## src/rtl/busca_menor_10bit.sv

```systemverilog
// Sequential minimum finder: scans a frame of N_AMOSTRAS unsigned 10-bit samples
// and reports the smallest value and the index of its first occurrence.
module busca_menor_10bit #(
   parameter int N_AMOSTRAS  = 8,
   parameter int LARGURA_IDX = 3
) (
   input  logic                   clk,
   input  logic                   reset,
   input  logic                   iniciar,
   input  logic                   valido,
   input  logic [9:0]             dado,
   output logic                   pronto,
   output logic [9:0]             menor_valor,
   output logic [LARGURA_IDX-1:0] indice,
   output logic                   ocupado,
   output logic                   concluido
);

   typedef enum logic [1:0] {
      OCIOSO = 2'd0,
      COLETA = 2'd1,
      FIM    = 2'd2
   } estado_t;

   localparam logic [LARGURA_IDX-1:0] ULTIMO = LARGURA_IDX'(N_AMOSTRAS - 1);

   estado_t                estado_q;
   logic [9:0]             menor_q;
   logic [LARGURA_IDX-1:0] indice_q;
   logic [LARGURA_IDX-1:0] contador_q;
   logic                   amostra_menor;

   // Strict compare: ties keep the earlier index.
   assign amostra_menor = (dado < menor_q);

   always_ff @(posedge clk) begin
      if (reset) begin
         estado_q   <= OCIOSO;
         menor_q    <= 10'h3FF;
         indice_q   <= '0;
         contador_q <= '0;
      end else begin
         case (estado_q)
            OCIOSO: begin
               if (iniciar) begin
                  estado_q   <= COLETA;
                  menor_q    <= 10'h3FF;
                  indice_q   <= '0;
                  contador_q <= '0;
               end
            end
            COLETA: begin
               if (valido) begin
                  if (amostra_menor) begin
                     menor_q  <= dado;
                     indice_q <= contador_q;
                  end
                  if (contador_q == ULTIMO) begin
                     estado_q <= FIM;
                  end else begin
                     contador_q <= contador_q + 1'b1;
                  end
               end
            end
            FIM: begin
               estado_q <= OCIOSO;
            end
            default: begin
               estado_q <= OCIOSO;
            end
         endcase
      end
   end

   // Status flags are pure decodes of the registered state.
   assign pronto      = (estado_q == COLETA);
   assign ocupado     = (estado_q == COLETA) || (estado_q == FIM);
   assign concluido   = (estado_q == FIM);
   assign menor_valor = menor_q;
   assign indice      = indice_q;

endmodule

```

## config.mk

```make
export PLATFORM = sky130hd
export DESIGN_NAME = busca_menor_10bit
export DESIGN_NICKNAME = d
export VERILOG_FILES = /design/src/rtl/busca_menor_10bit.sv
export SDC_FILE = /design/constraint.sdc
export NUM_CORES = 1
export LEC_CHECK = 0
export ABC_AREA = 1
export CAP_MARGIN = 20
export CELL_PAD_IN_SITES_DETAIL_PLACEMENT = 2
export CELL_PAD_IN_SITES_GLOBAL_PLACEMENT = 2
export CORE_MARGIN = 3
export CORE_UTILIZATION = 28
export DETAILED_ROUTE_END_ITERATION = 8
export PLACE_DENSITY = 0.89
export SLEW_MARGIN = 10
export SYNTH_ARGS = -nofsm -noshare
export SYNTH_HDL_FRONTEND = slang
export SYNTH_SLANG_ARGS = --single-unit
```

## constraint.sdc

```tcl
create_clock -name clk -period 3 [get_ports clk]
set_input_delay 0.6 -clock clk [delete_from_list [all_inputs] [get_ports clk]]
set_output_delay 0.6 -clock clk [all_outputs]
set_load 0.05 [all_outputs]
```

# == After elaboration in Yosys (flattened, before gate mapping) ==
# Index checks and enable logic that the tools add are counted.
# totals
elab_cells,35
ff_bits,18
output_inout_bits,16
in_bits,14
# classes
n_mux,15
add_sub_neg,1
reduce_logical,6
magnitude_cmp,1
n_eq_ne,8
# ops
operator,count
2-to-1 mux 10 bit,3
case mux 10 bit (2 select lines),1
2-to-1 mux 3 bit,5
case mux 3 bit (2 select lines),2
< comparator 10 bit,1
AND reduction 4 bit,2
2-to-1 mux 2 bit,3
"inequality test 2 bit, second input constant",3
"inequality test 2 x 1 -> 1 bit, second input constant",2
case mux 2 bit (2 select lines),1
"adder 3 x 1 -> 3 bit, second input constant",1
"equality test 3 bit, second input constant",1
AND reduction 3 bit,1
"equality test 2 x 1 -> 1 bit, second input constant",1
"equality test 2 bit, second input constant",1
zero test 2 bit,1
nonzero test 2 bit,1
logical OR 1 bit,1

# == Depth between registers and ports, before layout ==
# Gate-level depths: netlist of run 1.
# depth
depth_word,4
ltp_mapped,13

# == Worst setup path after synthesis of run 1 ==
# Ideal clock, no wire load.
# synth_timing
path_type,flip-flop to flip-flop
startpoint,reg menor_q[9] (netlist: menor_valor[9])
endpoint,reg menor_q[0] (netlist: menor_valor[0])
slack_ns,1.098
required_time_ns,2.866
path_stages_with_launch,11
t_arrival_ns,1.769
path_buffers,1
path_cell_list,dfxtp_1 inv_1 ha_1 a21o_1 nor2_1 nand3_1 nand2_2 nand2_4 buf_6 nand2_1 nand3_1
# synth_between
elab_chain_len,3
# synth_rtl
element,line,text
"start, declared",28,logic [9:0] menor_q;
"start signal, assigned",55,menor_q <= dado;
< comparator 10 bit,34,assign amostra_menor = (dado < menor_q);
inequality test 2 x 1 -> 1 bit (no line),--,
AND reduction 4 bit (no line),--,
# No other way between the ends.
# A chain may end at the register's enable or synchronous reset.

# == Worst setup path in the final report of run 1 ==
# layout_timing
startpoint,reg estado_q[1]
endpoint,out pronto
# layout_between
elab_chain_len,1
# layout_rtl
element,line,text
"start, declared",27,estado_t estado_q;
"start signal, assigned",38,estado_q <= OCIOSO;
"start signal, assigned",46,estado_q <= COLETA;
"start signal, assigned",59,estado_q <= FIM;
equality test 2 x 1 -> 1 bit,76,assign pronto = (estado_q == COLETA);
"end, declared",12,"output logic pronto,"
# No other way between the ends.

==> flow_metrics.env, run 1 <==
export IMPL_status="complete, no violations"
export IMPL_synthFlopType="dfxtp_1"
export IMPL_area_growth_pct=30.6
export IMPL_fin_cells=233
export IMPL_ys_async_sr_fraction=0
export IMPL_synth_top_area_share=0.311
export IMPL_cp_required_ns=2.40
export IMPL_fp_coreArea_um2=3830
export IMPL_crit_arrival_ns=2.02
export IMPL_synth_top_area_cell="dfxtp_1"
export IMPL_tightest_slew_ns=0.519
export IMPL_ant_nets=0
export IMPL_rr_startpoint="estado_q[1]$_SDFFE_PP0P_"
export IMPL_period_share=0.875
export IMPL_min_period_ns=2.62
export IMPL_report_final_slew_viol_count=0
export IMPL_clkSinkCount=18
export IMPL_dp_cells=229
export IMPL_grt_overflow_total=0
export IMPL_hold_depth=2
export IMPL_hpwl_mm=2.63
export IMPL_fin_worst_skew_ns=0.00360
export IMPL_rr_worst_depth=8
export IMPL_finalSetupTns_ns=0
export IMPL_antenna_found_initial=0
export IMPL_yosysUniqueCellTypes=23
export IMPL_path_class="flop to output port"
export IMPL_dr_total_vias=1122
export IMPL_nFillCells=444
export IMPL_path_clk_slew_ns=0.07
export IMPL_die_h_um=70.4
export IMPL_min_from="menor_valor[8]$_SDFFE_PP1P_"
export IMPL_syn_nets=186
export IMPL_first_iter_violations=45
export IMPL_post_cts_buffers=0
export IMPL_clock_path_buffers=2
export IMPL_cts_buffers_inserted=3
export IMPL_cts_hold_buf=0
export IMPL_max_cap_violations=0
export IMPL_viasPerCell=4.82
export IMPL_cts_root_buf="clkbuf_8"
export IMPL_r2r_end="menor_valor[0]$_SDFFE_PP1P_"
export IMPL_die_w_um=70.4
export IMPL_grt_first_pass_wirelength_mm=5.85
export IMPL_io_pins=30
export IMPL_grt_max_degree=18
export IMPL_final_util=0.396
export IMPL_total_power_mw=1.85
export IMPL_drt_drc_violations_left=0
export IMPL_ys_ff_latch=18
export IMPL_dpl_instance_area_um2=1460
export IMPL_setup_violations=0
export IMPL_critPathMaxFanout=9
export IMPL_ctsResizeCount=0
export IMPL_num_rows=22
export IMPL_cp_start_kind="flop"
export IMPL_diodes=0
export IMPL_holdWs_ns=0.497
export IMPL_hold_end="menor_valor[8]$_SDFFE_PP1P_"
export IMPL_leakage_nw=0.766
export IMPL_yosysMostFrequentCell="nand2_1"
export IMPL_ys_warn_count=0
export IMPL_post_place_ws_ns=0.435
export IMPL_powerDensity_nw_per_um2=1220
export IMPL_grt_usage=0.144
export IMPL_peakVddDrop_mv=0.481
export IMPL_fmax_ghz=0.381
export IMPL_hp_class="flop to flop"
export IMPL_netlist_area_um2=1160
export IMPL_design_die_area_um2=4950
export IMPL_worst_slack_ns=0.376
export IMPL_synth_area_leaders="dfxtp_1 (31%), ha_1 (15%), nand2_1 (12%), nand3_1 (10%), inv_1 (6.5%)"
export IMPL_tritoncts="done"
export IMPL_gp_congestion=0.728
export IMPL_cp_end_kind="output port"
export IMPL_final_design_area_no_fill_um2=1520
export IMPL_fin_nets=214
export IMPL_grt_pass1_vias=1220
export IMPL_start_util=0.303
export IMPL_first_pass_iters=4
export IMPL_yosysSeqAreaShare=0.311
export IMPL_wl_per_cell_um=14.2
export IMPL_synthTopCellsByCount="nand2_1 (38), nand3_1 (24), inv_1 (20)"
export IMPL_synth_edff_count=0
export IMPL_drt_total_wl_mm=3.30
export IMPL_r2r_slack_ns=0.95
export IMPL_finalHoldViolCount=0
export IMPL_portBuffers=29
export IMPL_syn_avg_cell_area_um2=7.34
export IMPL_synth_cells=158
export IMPL_drive_gt1_frac=0.114
export IMPL_clock_latency_ns=0.25
export IMPL_relSlewSlack=0.653
export IMPL_cts_htree_levels=1
export IMPL_rsz0062_at_grt="false"
## cell usage in the layout (no fill, tap or decap), drive strengths merged
cell           Yosys  routed
inv               22      22
o21ai              2       2
a21oi              9       9
dfxtp             18      18
nor2               9       9
nand3             24      24
a31oi              1       1
a21o               1       1
or2                9       9
clkbuf             2       4
nand2             41      41
clkdlybuf4s50      0      29
o22ai              1       1
ha                14      14
nor3               1       1
## area by class of cell
type,count,area [um2],share of cell area
timing repair buffer,29,290,0.192
inverter,22,87.6,0.0578
multi-input combinational,112,662,0.437
tap,48,60.1,0.0396
clock buffer,4,55.1,0.0363
sequential,18,360,0.238
## routing by layer
metal	vias to the layer above	track usage	wire length (um)
met5	-	0	0
met4	0	0.0255	21
met3	4	0.0245	105
met2	22	0.269	1760
met1	539	0.171	1410
li1	557	-	-
## state kept, by name (all words and copies together) (netlist names)
register	flops
menor_valor	10
contador_q	3
indice	3
estado_q	2
## critical path, stage by stage, from the launching register on
cell and delay, ns:
dfxtp_1 0.33, inv_1 0.08, ha_1 0.46, clkdlybuf4s50_1 0.90
## worst max-delay path by stage
stage | start | end | slack [ns] | cells after the start
after floorplan | menor_valor[9]$_SDFFE_PP1P_ | menor_valor[0]$_SDFFE_PP1P_ | 1.10 | 10
after global placement | dado[9] | menor_valor[4]$_SDFFE_PP1P_ | 0.54 | 9
after detailed placement | dado[9] | menor_valor[0]$_SDFFE_PP1P_ | 0.44 | 9
after CTS | estado_q[1]$_SDFFE_PP0P_ | pronto | 0.35 | 3
after global routing | estado_q[1]$_SDFFE_PP0P_ | pronto | 0.27 | 3
final | estado_q[1]$_SDFFE_PP0P_ | pronto | 0.38 | 3
## power breakdown
| part | leakage (nW) | total, mW | switching (mW) | internal (mW) |
|---|---|---|---|---|
| clock | 0.0288 | 0.198 | 0.0811 | 0.116 |
| combinational | 0.588 | 1.24 | 0.822 | 0.417 |
| sequential | 0.148 | 0.416 | 0.0782 | 0.338 |
| total | 0.766 | 1.85 | 0.981 | 0.871 |
## cells by family after synthesis
| group | after synthesis | synth area share |
|---|---|---|
| and+or+nand+nor | 84 | 0.333 |
| buffers and inverters | 28 | 0.119 |
| DFF | 18 | 0.311 |
| AOI/OAI and AO/OA | 14 | 0.0863 |
| adders and majority gates | 14 | 0.151 |
Power figures use the tool's default switching activity.
==> inputs of run 2 (changes only) <==
CTS_CLUSTER_SIZE = 20   (was unset)
SKIP_LAST_GASP = 1   (was unset)
==> results of run 2 <==
Final layout, timing and power as in run 1 (identical DEF).
==> inputs of run 3 (changes only) <==
SLEW_MARGIN = unset   (was 10)
==> results of run 3 <==
Final layout, timing and power as in run 1 (identical DEF).
